## src/rtl/register_file_arbiter_if.sv

```systemverilog
// Bus bundle between two datapath requesters, the round-robin access controller
// and the shared 4-entry register file.
interface register_file_arbiter_if #(
    parameter int DATA_WIDTH = 8
);
    logic                  req0;
    logic                  req1;
    logic                  wr0;
    logic                  wr1;
    logic [1:0]            addr0;
    logic [1:0]            addr1;
    logic [DATA_WIDTH-1:0] wdata0;
    logic [DATA_WIDTH-1:0] wdata1;
    logic                  ack0;
    logic                  ack1;
    logic [DATA_WIDTH-1:0] rdata;
    logic [1:0]            gnt;
    logic                  busy;
    logic [1:0]            rf_sel;
    logic [DATA_WIDTH-1:0] rf_data_in;
    logic                  rf_write_enable;
    logic [DATA_WIDTH-1:0] rf_data_out;

    // Controller side
    modport slave (
        input  req0, req1, wr0, wr1, addr0, addr1, wdata0, wdata1, rf_data_out,
        output ack0, ack1, rdata, gnt, busy, rf_sel, rf_data_in, rf_write_enable
    );

    // Requesters plus register file side
    modport master (
        output req0, req1, wr0, wr1, addr0, addr1, wdata0, wdata1, rf_data_out,
        input  ack0, ack1, rdata, gnt, busy, rf_sel, rf_data_in, rf_write_enable
    );
endinterface

```

## src/rtl/register_file_arbiter.sv

```systemverilog
// Round-robin sequencer sharing one 4-entry register file between two requesters;
// one access in flight, every output registered.
module register_file_arbiter #(
    parameter int DATA_WIDTH = 8
) (
    input  logic                   clk,
    input  logic                   rst_n,
    register_file_arbiter_if.slave bus
);

    typedef enum logic [2:0] {
        IDLE,
        W_SETUP,
        W_PULSE,
        W_DONE,
        R_SETUP,
        R_CAPTURE
    } state_t;

    state_t                state_reg, state_next;
    logic                  ptr_reg, ptr_next;
    logic [1:0]            gnt_reg, gnt_next;
    logic [1:0]            ack_reg, ack_next;
    logic                  busy_reg, busy_next;
    logic                  we_reg, we_next;
    logic [1:0]            sel_reg, sel_next;
    logic [DATA_WIDTH-1:0] din_reg, din_next;
    logic [DATA_WIDTH-1:0] rdata_reg, rdata_next;
    logic                  win;

    always_ff @(posedge clk) begin
        if (!rst_n) begin
            state_reg <= IDLE;
            ptr_reg   <= 1'b0;
            gnt_reg   <= 2'b00;
            ack_reg   <= 2'b00;
            busy_reg  <= 1'b0;
            we_reg    <= 1'b0;
            sel_reg   <= 2'b00;
            din_reg   <= '0;
            rdata_reg <= '0;
        end else begin
            state_reg <= state_next;
            ptr_reg   <= ptr_next;
            gnt_reg   <= gnt_next;
            ack_reg   <= ack_next;
            busy_reg  <= busy_next;
            we_reg    <= we_next;
            sel_reg   <= sel_next;
            din_reg   <= din_next;
            rdata_reg <= rdata_next;
        end
    end

    // Outputs are decoded from the next state and registered, so each output
    // is high exactly for the cycle its state is occupied.
    always_comb begin
        state_next = state_reg;
        ptr_next   = ptr_reg;
        gnt_next   = gnt_reg;
        ack_next   = 2'b00;
        we_next    = 1'b0;
        sel_next   = sel_reg;
        din_next   = din_reg;
        rdata_next = rdata_reg;
        win        = 1'b0;

        case (state_reg)
            IDLE: begin
                if (bus.req0 || bus.req1) begin
                    win      = (bus.req0 && bus.req1) ? ptr_reg : bus.req1;
                    ptr_next = ~win;
                    gnt_next = win ? 2'b10 : 2'b01;
                    sel_next = win ? bus.addr1 : bus.addr0;
                    din_next = win ? bus.wdata1 : bus.wdata0;
                    if (win ? bus.wr1 : bus.wr0) begin
                        state_next = W_SETUP;
                    end else begin
                        state_next = R_SETUP;
                    end
                end
            end
            W_SETUP: begin
                state_next = W_PULSE;
                we_next    = 1'b1;
            end
            W_PULSE: begin
                // Dropping write_enable here is what commits the write.
                state_next = W_DONE;
                ack_next   = gnt_reg;
            end
            W_DONE: begin
                state_next = IDLE;
                gnt_next   = 2'b00;
            end
            R_SETUP: begin
                // Select has been stable a full cycle; read data is settled.
                state_next = R_CAPTURE;
                rdata_next = bus.rf_data_out;
                ack_next   = gnt_reg;
            end
            R_CAPTURE: begin
                state_next = IDLE;
                gnt_next   = 2'b00;
            end
            default: begin
                state_next = IDLE;
                gnt_next   = 2'b00;
            end
        endcase

        busy_next = (state_next != IDLE);
    end

    assign bus.ack0            = ack_reg[0];
    assign bus.ack1            = ack_reg[1];
    assign bus.gnt             = gnt_reg;
    assign bus.busy            = busy_reg;
    assign bus.rf_write_enable = we_reg;
    assign bus.rf_sel          = sel_reg;
    assign bus.rf_data_in      = din_reg;
    assign bus.rdata           = rdata_reg;

endmodule
```

## src/flat_wrapper.sv

```systemverilog
// flat-port wrapper written by rule: the top's interface ports become plain ports
module register_file_arbiter_flat 
#(
    parameter int DATA_WIDTH = 8
)
  (clk, rst_n, bus_req0, bus_req1, bus_wr0, bus_wr1, bus_addr0, bus_addr1, bus_wdata0, bus_wdata1, bus_rf_data_out, bus_ack0, bus_ack1, bus_rdata, bus_gnt, bus_busy, bus_rf_sel, bus_rf_data_in, bus_rf_write_enable);
  register_file_arbiter_if #(.DATA_WIDTH(DATA_WIDTH)) bus_i ();
  input  logic clk;
  input  logic rst_n;
  input wire logic [$bits(bus_i.req0)-1:0] bus_req0;
  input wire logic [$bits(bus_i.req1)-1:0] bus_req1;
  input wire logic [$bits(bus_i.wr0)-1:0] bus_wr0;
  input wire logic [$bits(bus_i.wr1)-1:0] bus_wr1;
  input wire logic [$bits(bus_i.addr0)-1:0] bus_addr0;
  input wire logic [$bits(bus_i.addr1)-1:0] bus_addr1;
  input wire logic [$bits(bus_i.wdata0)-1:0] bus_wdata0;
  input wire logic [$bits(bus_i.wdata1)-1:0] bus_wdata1;
  input wire logic [$bits(bus_i.rf_data_out)-1:0] bus_rf_data_out;
  output wire logic [$bits(bus_i.ack0)-1:0] bus_ack0;
  output wire logic [$bits(bus_i.ack1)-1:0] bus_ack1;
  output wire logic [$bits(bus_i.rdata)-1:0] bus_rdata;
  output wire logic [$bits(bus_i.gnt)-1:0] bus_gnt;
  output wire logic [$bits(bus_i.busy)-1:0] bus_busy;
  output wire logic [$bits(bus_i.rf_sel)-1:0] bus_rf_sel;
  output wire logic [$bits(bus_i.rf_data_in)-1:0] bus_rf_data_in;
  output wire logic [$bits(bus_i.rf_write_enable)-1:0] bus_rf_write_enable;
  assign bus_i.req0 = bus_req0;
  assign bus_i.req1 = bus_req1;
  assign bus_i.wr0 = bus_wr0;
  assign bus_i.wr1 = bus_wr1;
  assign bus_i.addr0 = bus_addr0;
  assign bus_i.addr1 = bus_addr1;
  assign bus_i.wdata0 = bus_wdata0;
  assign bus_i.wdata1 = bus_wdata1;
  assign bus_i.rf_data_out = bus_rf_data_out;
  assign bus_ack0 = bus_i.ack0;
  assign bus_ack1 = bus_i.ack1;
  assign bus_rdata = bus_i.rdata;
  assign bus_gnt = bus_i.gnt;
  assign bus_busy = bus_i.busy;
  assign bus_rf_sel = bus_i.rf_sel;
  assign bus_rf_data_in = bus_i.rf_data_in;
  assign bus_rf_write_enable = bus_i.rf_write_enable;
  register_file_arbiter #(.DATA_WIDTH(DATA_WIDTH)) u_core (.clk(clk), .rst_n(rst_n), .bus(bus_i));
endmodule
```

## config.mk

```make
export PLATFORM = sky130hd
export DESIGN_NAME = register_file_arbiter_flat
export DESIGN_NICKNAME = d
export VERILOG_FILES = /design/src/rtl/register_file_arbiter_if.sv /design/src/rtl/register_file_arbiter.sv /design/src/flat_wrapper.sv
export SDC_FILE = /design/constraint.sdc
export NUM_CORES = 1
export LEC_CHECK = 0
export BUFFER_PORTS_ARGS = -buffer_cell sky130_fd_sc_hd__buf_2
export CAP_MARGIN = 10
export CORE_ASPECT_RATIO = 0.8
export CORE_MARGIN = 5
export CORE_UTILIZATION = 40
export CTS_CLUSTER_DIAMETER = 40
export CTS_CLUSTER_SIZE = 24
export DETAILED_ROUTE_END_ITERATION = 8
export GPL_TIMING_DRIVEN = 0
export PLACE_DENSITY = 0.71
export SLEW_MARGIN = 20
export SYNTH_ARGS = -nofsm -noshare
export SYNTH_HDL_FRONTEND = slang
export SYNTH_SLANG_ARGS = --single-unit
```

## constraint.sdc

```tcl
create_clock -name clk -period 1.2 [get_ports clk]
set_input_delay 0.18 -clock clk [delete_from_list [all_inputs] [get_ports clk]]
set_output_delay 0.18 -clock clk [all_outputs]
set_load 0.02 [all_outputs]
```

==> results.md <==
- Status: finished, violations left
- Violated checks: negative setup slack
- IO Pins: 58
- Max-slew violations: 0
- Critical Path Start Type: flip-flop
- Crit-path max FO: 6
- Antenna viol nets, final: 0
- Post-synthesis cell count: 123
- Final WS setup: -34.80 ps
- P_int: 2.388 mW
- Crit path DAT: 1510 ps
- Register area share after synthesis: 0.4870
- # DRC: 0
- CTS Hold Buffers Added: 0
- Vias per cell: 5.022
- GPL Wtd Cong: 0.8175
- FF-to-FF path depth: 5
- CTS tree: yes
- Final hold vios: 0
- Nets: 226
- Gate power share: 0.519
- Synthesized area: 1151 µm²
- Final core utilization: 0.5937
- First-pass GRT wire length: 4899 µm
- Sw Share: 0.4112
- Reg-to-reg critical path endpoint: u_core.bus.rf_data_in[3]$_SDFFE_PN0P_
- Clock group share of total power: 0.112
- DP HPWL: 2230 µm
- Fmax: 809.8 MHz
- Vias in the first global route: 1097
- Initial DRC Count: 54
- Filler instances: 261
- Fin crit share: 1.029
- Chip width: 69.98 µm
- Total of max-cap violations: 0
- Slew at the pin closest to its max-slew limit: 450.4 ps
- Die ar.: 4057 µm²
- Num Clock Sinks: 28
- FF+latch count, synth: 28
- Asr flop ratio synth: 0
- Post-synth EDFFs: 0
- Core box area: 2765 µm²
- DR WL/cell: 14.07 µm
- CP startpoint: u_core.state_reg[1]$_SDFF_PN0_
- CTS max path bufs: 2
- Pin count of the biggest net entering global routing: 16
- Net Count, Synth: 157
- Fin area: 1642 µm²
- Routed WL: 3223 µm
- Congestion Overflow GR: 0
- Worst hold path cell count: 3
- Met3 WL: 153 µm
- Sequential group share of total power: 0.369
- Initial core utilization: 0.4163
- RSZ-0062 raised after global routing: yes
- Distinct cells, synth: 24
- Initial antenna violation count: 0
- WL met1: 1399 µm
- Synth Area per Inst: 9.359 µm²
- Slew headroom: 0.6998
- Fraction of layout cells with a size suffix above 1: 0.5445
- Routed wl met2: 1614 µm
- N_diodes: 0
- Final setup fails: 11
- Worst-case vdd ir drop: 1.057 mV
- Worst Path Required: 1480 ps
- GRT Total Usage: 0.1510
- Cts bufs inserted: 3
- R2R Setup Slk: -30 ps
- Post-place instance area: 1484 µm²
- Min-delay src: bus_rf_data_out[4]
- Area Growth Syn to Fin: 42.61%
- Lkg Pwr: 0.7508 nW
- DRT Pass-1 Iters: 4
- Hold WC Path Type: in -> reg
- Tmin final: 1235 ps
- Cell Pwr Density: 2470 nW/µm²
- Clk slew on worst S/H paths: 150 ps
- Reg2reg start: u_core.state_reg[1]$_SDFF_PN0_
- Highest Signal Layer: met4
- WS Path Type: reg -> reg
- Place WS: -83.77 ps
- Top_reg_cell synth: dfxtp_1
- Root Buffer: clkbuf_4
- Htree depth: 1
- Hold Path Sink: u_core.bus.rdata[4]$_SDFFE_PN0N_
- Endpoint class of the critical path: flip-flop
- Core Rows: 17
- Chip Height: 57.98 µm
- P_sw: 1.668 mW
- Skew final: 7.063 ps
- Synth Warn #: 0
- Worst skew pair latency: 330 ps
- Number of port buffers: 57
- Vias: 1150
-- Yosys cell counts (3+ instances only) --
cell type	n	area, µm²
a21oi_2	8	70.07
a21oi_1	12	60.06
nor2_1	6	22.52
nand2_1	19	71.32
o22ai_1	11	68.82
o21ai_0	3	15.01
buf_2	6	30.03
and2_1	3	18.77
dfxtp_1	28	560.5
o21ai_2	9	78.83
-- worst max-delay path, cell delays in order, from the launching register on --
cell and delay [ps]:
dfxtp_4 400, nor3_4 190, and2b_4 260, clkbuf_16 170
o21ai_2 60, a21oi_2 100
-- power groups by stage --
stage	Sequential [mW]	Combinational [mW]	Clock [mW]
2_1_floorplan	1.73	0.957	0
3_3_place_gp	1.42	1.73	0
3_5_place_dp	1.43	1.77	0
4_1_cts	1.45	1.88	0.470
5_1_grt	1.54	2.26	0.507
6_report	1.50	2.10	0.454
-- cell families (layout without fill, tap and decap cells) --
kind of cell / after synthesis / in the layout / synth area share
DFF: 28 / 28 / 0.4870
AOI/OAI and AO/OA: 47 / 47 / 0.2870
muxes: 2 / 2 / 0.01848
and+or+nand+nor: 33 / 33 / 0.1370
xor gates and xnor gates: 2 / 2 / 0.01522
buffers and inverters: 11 / 79 / 0.05543
-- through the flow --
stage	hold slack, ps	power (mW)	setup TNS (ps)	std cells
5_1_grt	54.35	4.306	-1283	229
3_5_place_dp	429.9	3.201	-477.7	218
3_3_place_gp	422.3	3.148	-274.3	218
2_1_floorplan	315.0	2.691	0	123
6_report	77.01	4.055	-165.7	229
4_1_cts	61.24	3.796	-23.35	227
-- how the worst max path moves through the flow --
stage                                       endpoint  slack, ps  depth (start not counted)
2_1_floorplan         u_core.state_reg[0]$_SDFF_PN0_         10                          3
3_3_place_gp          u_core.state_reg[0]$_SDFF_PN0_        -70                          3
3_5_place_dp          u_core.state_reg[0]$_SDFF_PN0_        -80                          3
4_1_cts        u_core.bus.rf_data_in[0]$_SDFFE_PN0P_         -9                          6
5_1_grt        u_core.bus.rf_data_in[3]$_SDFFE_PN0P_       -110                          5
6_report       u_core.bus.rf_data_in[3]$_SDFFE_PN0P_        -30                          5
-- final cells by class --
type | count | area [µm²] | share of cell area
sequential | 28 | 573.1 | 0.3491
multi-input combinational | 84 | 549.3 | 0.3346
tap | 38 | 47.55 | 0.02896
clock buffer | 4 | 36.28 | 0.02210
inverter | 2 | 7.507 | 0.004573
buffer | 7 | 53.80 | 0.03277
timing repair buffer | 66 | 374.1 | 0.2279
-- cell usage in the layout (no fill, tap or decap), types with 2 or more instances in the layout --
cell type / synthesis / final
a21oi_1: 12 / 11
a21oi_2: 8 / 9
and2_1: 3 / 3
buf_2: 6 / 60
buf_4: 0 / 7
clkbuf_4: 0 / 5
dfxtp_1: 28 / 24
dfxtp_4: 0 / 3
inv_1: 2 / 2
nand2_1: 19 / 19
nor2_1: 6 / 5
o21ai_2: 9 / 9
o22ai_1: 11 / 11
xnor2_1: 2 / 2
-- timing repair --
item                                    4_1_cts  5_1_grt
endpoints found under the setup margin       12       23
setup buffers                                 6        2
resized for setup                             8       11
cloned                                        0        1
pin swaps                                     3        3
-- routing by layer --
layer | GRT usage | vias up
met5 | 0 | -
met4 | 0.07104 | 0
met3 | 0.03813 | 6
met2 | 0.2651 | 31
met1 | 0.1738 | 540
li1 | - | 573
No activity file was read; power rests on OpenSTA's default activity.
